[src/rtl/sram_arbiter.sv]
// Three-way arbiter (fetch, data, controller) for the shared 2048x32 SRAM, including routing of 1-cycle read returns.
// Optional grant/stall counters are included when SRAM_ARB_PERF_EN is defined.
module sram_arbiter #(
  parameter int ADDR_WIDTH = 11,
  parameter int DATA_WIDTH = 32
) (
  input  logic                  clk,
  input  logic                  rst,
  input  logic                  f_req,
  input  logic [ADDR_WIDTH-1:0] f_addr,
  output logic                  f_gnt,
  output logic                  f_rvalid,
  output logic [DATA_WIDTH-1:0] f_rdata,
  input  logic                  d_req,
  input  logic                  d_we,
  input  logic [ADDR_WIDTH-1:0] d_addr,
  input  logic [DATA_WIDTH-1:0] d_wdata,
  output logic                  d_gnt,
  output logic                  d_rvalid,
  output logic [DATA_WIDTH-1:0] d_rdata,
  input  logic                  c_req,
  input  logic                  c_we,
  input  logic                  c_lock,
  input  logic [ADDR_WIDTH-1:0] c_addr,
  input  logic [DATA_WIDTH-1:0] c_wdata,
  output logic                  c_gnt,
  output logic                  c_rvalid,
  output logic [DATA_WIDTH-1:0] c_rdata,
  output logic                  mem_rd,
  output logic [ADDR_WIDTH-1:0] mem_rd_addr,
  input  logic [DATA_WIDTH-1:0] mem_rd_data,
  output logic                  mem_wr,
  output logic [ADDR_WIDTH-1:0] mem_wr_addr,
  output logic [DATA_WIDTH-1:0] mem_wr_data,
`ifdef SRAM_ARB_PERF_EN
  input  logic                  perf_clr,
  output logic [15:0]           perf_f_cnt,
  output logic [15:0]           perf_d_cnt,
  output logic [15:0]           perf_c_cnt,
  output logic [15:0]           perf_stall_cnt,
`endif
  output logic                  lock_active
);

  typedef enum logic {ST_ARB = 1'b0, ST_LOCK = 1'b1} state_t;

  localparam logic [1:0] TAG_F = 2'd0;
  localparam logic [1:0] TAG_D = 2'd1;
  localparam logic [1:0] TAG_C = 2'd2;

  state_t     state_q, state_d;
  logic       rr_q, rr_d;
  logic       rd_pend_q, rd_pend_d;
  logic [1:0] rd_tag_q, rd_tag_d;

  logic d_rd, d_wr, c_rd, c_wr;

  always_ff @(posedge clk) begin
    if (rst) begin
      state_q   <= ST_ARB;
      rr_q      <= 1'b0;
      rd_pend_q <= 1'b0;
      rd_tag_q  <= TAG_F;
    end else begin
      state_q   <= state_d;
      rr_q      <= rr_d;
      rd_pend_q <= rd_pend_d;
      rd_tag_q  <= rd_tag_d;
    end
  end

  // Grant selection; everything is held off while reset is asserted.
  always_comb begin
    f_gnt   = 1'b0;
    d_gnt   = 1'b0;
    c_gnt   = 1'b0;
    state_d = state_q;
    if (!rst) begin
      unique case (state_q)
        ST_ARB: begin
          if (c_req) begin
            c_gnt = 1'b1;
          end else if (!rr_q) begin
            if (f_req)      f_gnt = 1'b1;
            else if (d_req) d_gnt = 1'b1;
          end else begin
            if (d_req)      d_gnt = 1'b1;
            else if (f_req) f_gnt = 1'b1;
          end
          if (c_gnt && c_lock) state_d = ST_LOCK;
        end
        ST_LOCK: begin
          c_gnt = c_req;
          if (!c_lock) state_d = ST_ARB;
        end
        default: state_d = ST_ARB;
      endcase
    end
  end

  assign d_rd = d_gnt & ~d_we;
  assign d_wr = d_gnt &  d_we;
  assign c_rd = c_gnt & ~c_we;
  assign c_wr = c_gnt &  c_we;

  always_comb begin
    mem_rd      = f_gnt | d_rd | c_rd;
    mem_wr      = d_wr | c_wr;
    mem_rd_addr = '0;
    mem_wr_addr = '0;
    mem_wr_data = '0;
    if (f_gnt)     mem_rd_addr = f_addr;
    else if (d_rd) mem_rd_addr = d_addr;
    else if (c_rd) mem_rd_addr = c_addr;
    if (d_wr) begin
      mem_wr_addr = d_addr;
      mem_wr_data = d_wdata;
    end else if (c_wr) begin
      mem_wr_addr = c_addr;
      mem_wr_data = c_wdata;
    end
  end

  // Round-robin pointer favours whichever of F/D lost the last F/D grant.
  always_comb begin
    rr_d      = rr_q;
    rd_pend_d = mem_rd;
    rd_tag_d  = rd_tag_q;
    if (f_gnt)      rr_d = 1'b1;
    else if (d_gnt) rr_d = 1'b0;
    if (f_gnt)     rd_tag_d = TAG_F;
    else if (d_rd) rd_tag_d = TAG_D;
    else if (c_rd) rd_tag_d = TAG_C;
  end

  // Gating with rst drops a read that was in flight when reset arrived.
  always_comb begin
    f_rvalid = rd_pend_q & ~rst & (rd_tag_q == TAG_F);
    d_rvalid = rd_pend_q & ~rst & (rd_tag_q == TAG_D);
    c_rvalid = rd_pend_q & ~rst & (rd_tag_q == TAG_C);
    f_rdata  = f_rvalid ? mem_rd_data : '0;
    d_rdata  = d_rvalid ? mem_rd_data : '0;
    c_rdata  = c_rvalid ? mem_rd_data : '0;
  end

  assign lock_active = (state_q == ST_LOCK) & ~rst;

`ifdef SRAM_ARB_PERF_EN
  logic [15:0] perf_q [4];
  logic [15:0] perf_d [4];
  logic [3:0]  perf_inc;

  assign perf_inc[0] = f_gnt;
  assign perf_inc[1] = d_gnt;
  assign perf_inc[2] = c_gnt;
  assign perf_inc[3] = (f_req & ~f_gnt) | (d_req & ~d_gnt) | (c_req & ~c_gnt);

  generate
    for (genvar gi = 0; gi < 4; gi++) begin : g_perf
      always_comb begin
        perf_d[gi] = perf_q[gi];
        if (perf_clr)                                 perf_d[gi] = '0;
        else if (perf_inc[gi] && perf_q[gi] != 16'hFFFF) perf_d[gi] = perf_q[gi] + 16'd1;
      end
      always_ff @(posedge clk) begin
        if (rst) perf_q[gi] <= '0;
        else     perf_q[gi] <= perf_d[gi];
      end
    end
  endgenerate

  assign perf_f_cnt     = perf_q[0];
  assign perf_d_cnt     = perf_q[1];
  assign perf_c_cnt     = perf_q[2];
  assign perf_stall_cnt = perf_q[3];
`endif

endmodule

[config.mk]
export PLATFORM = sky130hd
export DESIGN_NAME = sram_arbiter
export DESIGN_NICKNAME = d
export VERILOG_FILES = /design/src/rtl/sram_arbiter.sv
export SDC_FILE = /design/constraint.sdc
export NUM_CORES = 1
export LEC_CHECK = 0
export BUFFER_PORTS_ARGS = -buffer_cell sky130_fd_sc_hd__buf_4
export CAP_MARGIN = 20
export CORE_AREA = 2 2 116 118
export CTS_CLUSTER_DIAMETER = 150
export DETAILED_ROUTE_END_ITERATION = 12
export DIE_AREA = 0 0 118 120
export PLACE_DENSITY = 0.48
export SLEW_MARGIN = 15
export SYNTH_ARGS = -nofsm -noshare
export SYNTH_HDL_FRONTEND = slang
export SYNTH_SLANG_ARGS = --single-unit
[constraint.sdc]
create_clock -name clk -period 1.9 [get_ports clk]
set_clock_uncertainty 0.05 [all_clocks]
set_input_delay 0.38 -clock clk [delete_from_list [all_inputs] [get_ports clk]]
set_output_delay 0.38 -clock clk [all_outputs]
set_load 0.01 [all_outputs]
Word-level counts from Yosys, hierarchy flattened:

Cells that the tools add are included.

* register bits: 5
* input bits: 137
* output and inout port bits: 159
* word-level logic and storage cells: 63

* equality and inequality tests: 2
* muxes and demuxes: 34
* bitwise operators: 16
* reductions and logical operators: 6

Operators by type and width (count)
* $mux W32: 5
* $mux W11: 5
* $mux W1: 22
* $and A1 B1 Y1: 9
* $not A1 Y1: 4
* $pmux W1 S2: 2
* $reduce_bool A2 Y1: 2
* $or A1 B1 Y1: 3
* $reduce_or A3 Y1: 1
* $eq A2 B1 Y1 const B: 1
* $eq A2 B2 Y1 const B: 1
* $logic_not A2 Y1: 1
* $reduce_or A2 Y1: 1
* $logic_and A1 B1 Y1: 1

Longest topological paths before layout:

Gate-level depths: netlist (run 1).

* depth after elaboration: 9
* gate-level depth with buffers: 6

Worst setup path before layout (run 1):

Ideal clock, no wire load.

* path type: in2out
* from: input port rst
* to: output port mem_wr_addr[0]
* data arrival time: 1671 ps
* required time: 1470 ps
* setup slack: -201 ps
* stages: 6
* buffers on the path: 3
* path through: clkbuf_1 -> nor2b_1 -> and2_1 -> clkbuf_1 -> clkbuf_1 -> a22o_1

* cells in the longest elaborated chain, start to end: 4
* elaborated cells between the ends (all ways): 6

RTL lines
* from (decl): RTL line 8 `input logic rst,`
* $mux W1: RTL line 78 `if (!rst) begin`
* net c_gnt: RTL line 26 `output logic c_gnt,`
* $and A1 B1 Y1: RTL line 104 `assign c_wr = c_gnt & c_we;`
* $mux W11: RTL line 118 `end else if (c_wr) begin`
* $mux W11: RTL line 115 `if (d_wr) begin`
* to (decl): RTL line 33 `output logic [ADDR_WIDTH-1:0] mem_wr_addr,`

The timed path passes the listed nets, and every way through them passes these cells.

Final worst setup path (run 1):

* from: register state_q
* to: output port mem_wr_data[27]

* cells in the longest elaborated chain, start to end: 6
* elaborated cells between the ends (all ways): 9

RTL lines
* from (decl): RTL line 51 `state_t state_q, state_d;`
* from (signal assigned): RTL line 65 `state_q <= state_d;`
* $not A1 Y1
* $pmux W1 S2: RTL line 79 `unique case (state_q)`
* $mux W1: RTL line 78
* $and A1 B1 Y1: RTL line 104
* $mux W32: RTL line 118
* $mux W32 *: RTL line 115
* to (decl): RTL line 34 `output logic [DATA_WIDTH-1:0] mem_wr_data,`

Every way passes the cells marked *; elsewhere a longest branch is shown, timed or not.

==> load_flow_metrics.sql, run 1 <==
INSERT INTO impl_metrics (metric_group, metric, value, unit) VALUES
('critical_path', 'cp_num_buf_inv', '3', ''),
('global_routing', 'grt_first_pass_wirelength', '16200', 'um'),
('clock_tree', 'clock-root-buffer', 'sky130_fd_sc_hd__clkbuf_16', ''),
('critical_path', 'critPathCaptureType', 'output pin', ''),
('sta', 'post-route-min-period', '2.31', 'ns'),
('clock_tree', 'cts-buffers-inserted', '3', ''),
('critical_path', 'timing.critical_path.cells', 'or4b_4 > nor3b_4 > buf_6 > buf_12 > a22o_1 > buf_6', ''),
('clock_tree', 'clock_tree.htree_level_count', '1', ''),
('cells_and_area', 'area_growth_syn_to_layout', '204', '%'),
('clock_tree', 'cts_hold_buffers', '0', ''),
('power_and_ir_drop', 'p_per_area', '238', 'nW/um2'),
('critical_path', 'setup.worst_path.start_class', 'flip-flop', ''),
('global_routing', 'grt_use_total', '14.4', '%'),
('power_and_ir_drop', 'fin_total_pwr', '1.14', 'mW'),
('global_routing', 'first_global_vias', '3047', ''),
('critical_path', 'cp_num_cells', '6', ''),
('placement', 'dp.cells', '682', ''),
('sta', 'report.final.setup_viol', '84', ''),
('clock_tree', 'clock_tree.buffer_depth', '2', ''),
('critical_path', 'reg2reg_depth', '7', ''),
('worst_hold_path', 'worst_hold_path.num_cells', '2', ''),
('critical_path', 'slowest_delay', '0.50', 'ns'),
('floorplanning', 'placeableCoreArea', '13000', 'um2'),
('cells_and_area', 'antenna_cells_inserted', '0', ''),
('logic_synthesis', 'synthesis.instances', '214', ''),
('critical_path', 'timing.critical_path.arrival', '1.88', 'ns'),
('floorplanning', 'floorplan.rows', '42', ''),
('logic_synthesis', 'yosysWarningCount', '0', ''),
('clock_tree', 'tritoncts', 'yes', ''),
('clock_tree', 'cts.sinks', '5', ''),
('job', 'cap_viol_max_count', '0', ''),
('logic_synthesis', 'syn_area_per_cell', '7.39', 'um2'),
('floorplanning', 'pin_count', '296', ''),
('critical_path', 'critPathRequiredTime', '1.47', 'ns'),
('global_routing', 'antenna_found_initial', '0', ''),
('placement', 'port_buffers', '295', ''),
('cells_and_area', 'layout.nets', '668', ''),
('sta', 'rsz0062_at_grt', 'true', ''),
('sta', 'max_slew.worst_pin.slew', '0.324', 'ns'),
('cells_and_area', 'stdcell_count', '706', ''),
('drt', 'drt_pre_antenna_iters', '4', ''),
('sta', 'slew_viol_final', '0', ''),
('cells_and_area', 'layout-drive-gt1-share', '70.6', '%'),
('floorplanning', 'fp.dieH', '120', 'um'),
('drt', 'drt_drc_violations_left', '0', ''),
('drt', 'initial_drt_markers', '125', ''),
('sta', 'achievable-frequency', '433', 'MHz'),
('critical_path', 'worst_path_fanout_max', '11', ''),
('logic_synthesis', 'total_nets_after_synthesis', '351', ''),
('run_status', 'outcome', 'complete, but fails checks', ''),
('worst_hold_path', 'hold_path_class', 'in -> reg', ''),
('critical_path', 'critPathTopFamily', 'simple AND/OR/NAND/NOR gates', ''),
('sta', 'timing.final.ws_setup', '-0.409', 'ns'),
('drt', 'detailroute.via_count', '2980', ''),
('drt', 'ant_nets', '0', ''),
('clock_tree', 'clk_pin_slew_worst_paths', '0.03', 'ns'),
('power_and_ir_drop', 'ir_worst_vdd', '179', 'uV'),
('global_routing', 'grt_start_max_net_pins', '34', ''),
('clock_tree', 'clk-insertion-delay-late', '0.23', 'ns'),
('placement', 'place_ws', '-0.459', 'ns'),
('floorplanning', 'die-width', '118', 'um'),
('floorplanning', 'die_area', '14200', 'um2'),
('logic_synthesis', 'share_of_the_yosys_chip_area_belonging_to_registers', '6.33', '%'),
('floorplanning', 'start_util', '12.2', '%'),
('global_routing', 'grt-ovfl-total', '0', ''),
('sta', 'hold_viol_final', '0', ''),
('logic_synthesis', 'synth.ff_latch_count', '5', ''),
('sta', 'hold_slack', '0.366', 'ns'),
('critical_path', 'slowest_stage', 'sky130_fd_sc_hd__or4b_4', ''),
('drt', 'wl_per_cell', '17.3', 'um'),
('sta', 'timing.final.crit_share', '122', '%'),
('placement', 'hpwl', '8520', 'um'),
('sta', 'relSlewSlack', '78.3', '%'),
('drt', 'vias_per_cell', '4.22', ''),
('critical_path', 'timing.critical_path.mode_cell', 'sky130_fd_sc_hd__buf_6', ''),
('run_status', 'failing_checks', 'negative setup slack', ''),
('drt', 'finalWirelength', '12200', 'um'),
('placement', 'finalWeightedCongestion', '0.838', ''),
('critical_path', 'critical_path_class', 'reg -> out', ''),
('logic_synthesis', 'synth_area', '1580', 'um2'),
('power_and_ir_drop', 'leakage', '2.54', 'nW'),
('logic_synthesis', 'synth_cell_type_count', '22', '');
[cells in the final DEF (no fill, tap or decap), types with 2 or more instances in the layout]
cell and n:
sky130_fd_sc_hd__dfxtp_2 3, sky130_fd_sc_hd__nor2b_1 4, sky130_fd_sc_hd__and4bb_4 2, sky130_fd_sc_hd__dfxtp_1 2
sky130_fd_sc_hd__nor2_1 2, sky130_fd_sc_hd__a21oi_1 2, sky130_fd_sc_hd__a22o_4 3, sky130_fd_sc_hd__buf_4 282
sky130_fd_sc_hd__a22o_1 40, sky130_fd_sc_hd__buf_16 4, sky130_fd_sc_hd__a221o_1 11, sky130_fd_sc_hd__buf_12 7
sky130_fd_sc_hd__nor3b_1 2, sky130_fd_sc_hd__or3_1 2, sky130_fd_sc_hd__and2_1 86, sky130_fd_sc_hd__buf_6 32
sky130_fd_sc_hd__buf_8 2, sky130_fd_sc_hd__and2_4 22, sky130_fd_sc_hd__clkbuf_16 10
[cell type report]
type	count	area [um2]
Tap cell	176	220
Timing Repair Buffer	334	2930
Sequential cell	5	104
Fill cell	1346	8170
Multi-Input combinational cell	187	1480
Clock buffer	4	78.8
[flip-flops by register name (all words and copies together) (netlist names)]
| name | count |
|---|---|
| state_q | 1 |
| rd_tag_q | 2 |
| rr_q | 1 |
| rd_pend_q | 1 |
[per-stage QoR]
step | utilization [%] | cell area [um2] | TNS, ns
after floorplan | - | 1590 | -7.80
after detailed placement | 31.9 | 4140 | -20.00
after global routing | 37.1 | 4810 | -29.86
after CTS | 34.1 | 4430 | -21.23
final | 37.1 | 4810 | -24.12
after global placement | 31.9 | 4140 | -20.08
[metal layers]
layer | routed length (um) | share of wire, % | GRT usage [%]
met4 | 104 | 0.85 | 3.61
met2 | 6510 | 53 | 27.0
met1 | 4550 | 37 | 15.7
met3 | 1020 | 8.4 | 4.56
met5 | 0 | 0 | 0
[power breakdown]
part	leakage [nW]	internal (mW)	switching, mW
Combinational	2.46	0.423	0.251
Clock	0.0382	0.278	0.0736
Sequential	0.0424	0.112	0.00548
Total	2.54	0.813	0.330
[timing repair]
item,4_1_cts,5_1_grt
resized for setup,16,56
pin swaps,8,25
cloned,4,8
buffers inserted,4,4
setup endpoints to repair,56,127
[cells in the mapped netlist, drive strengths merged]
| cell | count | area, um2 |
|---|---|---|
| nor3b | 4 | 41.3 |
| nor3 | 1 | 10.0 |
| clkbuf | 17 | 63.8 |
| a22o | 43 | 377 |
| nor2 | 3 | 11.3 |
| buf | 5 | 52.6 |
| nor2b | 4 | 25.0 |
| or4b | 1 | 13.8 |
| or2 | 1 | 6.26 |
| a21oi | 2 | 10.0 |
| nor4b | 1 | 15.0 |
| dfxtp | 5 | 100 |
| a221o | 11 | 110 |
| a21boi | 1 | 7.51 |
| and3b | 1 | 8.76 |
| or3 | 2 | 12.5 |
| and2 | 108 | 676 |
| o21a | 1 | 7.51 |
| a311oi | 1 | 8.76 |
| and4bb | 2 | 25.0 |
[kinds of logic (layout without fill, tap and decap cells)]
family	after synthesis	in the layout	synth area share, %
AND/OR/NAND/NOR	128	128	53.4
AO/OA/AOI/OAI	59	59	32.9
buffers and inverters	22	338	7.36
flip-flops	5	5	6.33
[final timing paths]
path	startpoint	to	slack, ns
worst max-delay path	state_q	mem_wr_data[27]	-0.41
worst min-delay path	c_lock	state_q	0.37
worst max register to register	state_q	rd_tag_q[0]	0.13
worst min register to register	rr_q	rr_q	0.45
Note: power is estimated with default switching activity, not from simulation.
==> inputs of run 2 (changes only) <==
--- a/config.mk
+++ b/config.mk
@@ -6,12 +6,11 @@
 export NUM_CORES = 1
 export LEC_CHECK = 0
 export BUFFER_PORTS_ARGS = -buffer_cell sky130_fd_sc_hd__buf_4
-export CAP_MARGIN = 20
-export CORE_AREA = 2 2 116 118
+export CORE_AREA = 2 2 114 116
 export CTS_CLUSTER_DIAMETER = 150
 export DETAILED_ROUTE_END_ITERATION = 12
-export DIE_AREA = 0 0 118 120
-export PLACE_DENSITY = 0.48
+export DIE_AREA = 0 0 116 118
+export PLACE_DENSITY = 0.47
 export SLEW_MARGIN = 15
 export SYNTH_ARGS = -nofsm -noshare
 export SYNTH_HDL_FRONTEND = slang
==> constraint.sdc (replaced) <==
create_clock -name clk -period 2.73 [get_ports clk]
set_clock_uncertainty 0.05 [all_clocks]
set_input_delay 0.546 -clock clk [delete_from_list [all_inputs] [get_ports clk]]
set_output_delay 0.546 -clock clk [all_outputs]
set_load 0.01 [all_outputs]
==> load_flow_metrics.sql, run 2 (synthesis results as in run 1) <==
INSERT INTO impl_metrics (metric_group, metric, value, unit) VALUES
('drt', 'wl_per_cell', '15.9', 'um'),
('worst_hold_path', 'worst_hold_path.num_cells', '1', ''),
('drt', 'drt_pre_antenna_iters', '4', ''),
('critical_path', 'setup.worst_path.start_class', 'primary input', ''),
('sta', 'hold_viol_final', '0', ''),
('floorplanning', 'die-width', '116', 'um'),
('critical_path', 'timing.critical_path.cells', 'buf_4 > or4b_4 > nor3b_4 > buf_12 > a22o_1 > buf_4', ''),
('sta', 'relSlewSlack', '57.7', '%'),
('clock_tree', 'clock_tree.buffer_depth', '2', ''),
('job', 'cap_viol_max_count', '0', ''),
('clock_tree', 'cts_hold_buffers', '0', ''),
('sta', 'slew_viol_final', '0', ''),
('drt', 'drt_drc_violations_left', '0', ''),
('critical_path', 'reg2reg_depth', '4', ''),
('cells_and_area', 'leading_cell_type_in_the_layout_fill_and_taps_excluded', 'sky130_fd_sc_hd__buf_4', ''),
('placement', 'port_buffers', '295', ''),
('power_and_ir_drop', 'ir_worst_vdd', '165', 'uV'),
('clock_tree', 'post_cts_resize_count', '0', ''),
('cells_and_area', 'layout-drive-gt1-share', '62.9', '%'),
('critical_path', 'slowest_delay', '0.57', 'ns'),
('cells_and_area', 'antenna_cells_inserted', '0', ''),
('clock_tree', 'tritoncts', 'yes', ''),
('floorplanning', 'placeableCoreArea', '12400', 'um2'),
('run_status', 'outcome', 'completed', ''),
('critical_path', 'critPathLaunch', 'rst', ''),
('worst_hold_path', 'timing.hold.worst_endpoint', 'rr_q', ''),
('drt', 'finalWirelength', '10700', 'um'),
('cells_and_area', 'layout.cells.most_common_list', 'sky130_fd_sc_hd__buf_4, sky130_fd_sc_hd__and2_1, sky130_fd_sc_hd__a22o_1', ''),
('floorplanning', 'pin_count', '296', ''),
('floorplanning', 'die_area', '13700', 'um2'),
('critical_path', 'timing.critical_path.mode_cell', 'sky130_fd_sc_hd__buf_4', ''),
('clock_tree', 'cts-buffers-inserted', '3', ''),
('critical_path', 'timing.critical_path.arrival', '2.08', 'ns'),
('cells_and_area', 'area_growth_syn_to_layout', '159', '%'),
('cells_and_area', 'layout.nets', '640', ''),
('clock_tree', 'cts.sinks', '5', ''),
('critical_path', 'slowest_stage', 'sky130_fd_sc_hd__or4b_4', ''),
('clock_tree', 'cts.repair_timing.setup_buffer_count', '0', ''),
('clock_tree', 'clk-insertion-delay-late', '0.23', 'ns'),
('critical_path', 'crit-reg2reg-capture', 'rd_tag_q[0]', ''),
('sta', 'post-route-min-period', '2.67', 'ns'),
('drt', 'initial_drt_markers', '80', ''),
('critical_path', 'worst_path_fanout_max', '44', ''),
('sta', 'max_slew.worst_pin.slew', '0.635', 'ns'),
('clock_tree', 'clk_pin_slew_worst_paths', '0.03', 'ns'),
('placement', 'hpwl', '8870', 'um'),
('sta', 'rsz0062_at_grt', 'false', ''),
('cells_and_area', 'top_register', 'rd_tag_q', ''),
('floorplanning', 'start_util', '12.7', '%'),
('critical_path', 'r2r_setup_slack', '1.24', 'ns'),
('cells_and_area', 'largest_register_ffs', '2', ''),
('critical_path', 'critPathCaptureType', 'output pin', ''),
('global_routing', 'first_global_vias', '2906', ''),
('clock_tree', 'clock-root-buffer', 'sky130_fd_sc_hd__clkbuf_16', ''),
('power_and_ir_drop', 'leakage', '2.23', 'nW'),
('critical_path', 'crit-reg2reg-launch', 'state_q', ''),
('worst_hold_path', 'hold_start', 'rr_q', ''),
('power_and_ir_drop', 'p_per_area', '175', 'nW/um2'),
('global_routing', 'antenna_found_initial', '0', ''),
('worst_hold_path', 'hold_path_class', 'reg -> reg', ''),
('placement', 'finalWeightedCongestion', '0.805', ''),
('critical_path', 'cp_num_buf_inv', '3', ''),
('floorplanning', 'floorplan.rows', '41', ''),
('global_routing', 'grt_use_total', '14.2', '%'),
('global_routing', 'grt_first_pass_wirelength', '15100', 'um'),
('drt', 'detailroute.via_count', '2772', ''),
('sta', 'setup_total_negative_slack', '0', 'ns'),
('drt', 'ant_nets', '0', ''),
('global_routing', 'grt_start_max_net_pins', '45', ''),
('sta', 'timing.final.crit_share', '97.8', '%'),
('floorplanning', 'fp.dieH', '118', 'um'),
('sta', 'achievable-frequency', '374', 'MHz'),
('global_routing', 'grt-ovfl-total', '0', ''),
('critical_path', 'critPathRequiredTime', '2.13', 'ns'),
('critical_path', 'critical_path_class', 'in -> out', ''),
('clock_tree', 'clock_tree.htree_level_count', '1', ''),
('sta', 'hold_slack', '0.453', 'ns'),
('drt', 'vias_per_cell', '4.11', ''),
('critical_path', 'critPathTopFamily', 'simple AND/OR/NAND/NOR gates', ''),
('sta', 'report.final.setup_viol', '0', '');
run 2: area by class of cell:
class,count,area [um2]
fill,1336,8320
timing repair buffer,306,2320
multi-input combinational,187,1370
tap,172,215
sequential,5,100
clock buffer,4,78.8
run 2: how the worst max path moves through the flow:
stage,to,slack [ns],cells past startpoint
after global routing,mem_wr_data[26],0.02,6
after CTS,mem_wr_data[26],0.04,6
after detailed placement,mem_wr_data[26],0.06,6
after global placement,mem_wr_data[26],0.06,6
final,mem_wr_data[26],0.06,6
after floorplan,mem_wr_addr[0],0.30,6
run 2: per-layer routing:
layer  vias to the layer above  wire, um  GRT usage (%)
met1                      1247      3820           14.4
met5                         -         0              0
met2                       180      5620           28.0
met3                         6      1160           4.27
li1                       1339         -              -
met4                         0        99           2.68
run 2: power breakdown:
group | switching (mW) | internal [mW]
clock network | 0.0467 | 0.193
registers | 0.00325 | 0.0776
logic | 0.153 | 0.244
run 2: metrics by stage:
stage | cell area, um2 | std cells | power [mW] | worst slack (ns) | utilization, %
after CTS | 4090 | 674 | 0.728 | 0.0447 | 32.9
after global routing | 4090 | 674 | 0.756 | 0.0153 | 32.9
after global placement | 4010 | 670 | 0.482 | 0.0559 | 32.3
final | 4090 | 674 | 0.718 | 0.0588 | 32.9
after floorplan | 1580 | 214 | 0.202 | 0.297 | -
after detailed placement | 4010 | 670 | 0.482 | 0.0566 | 32.3
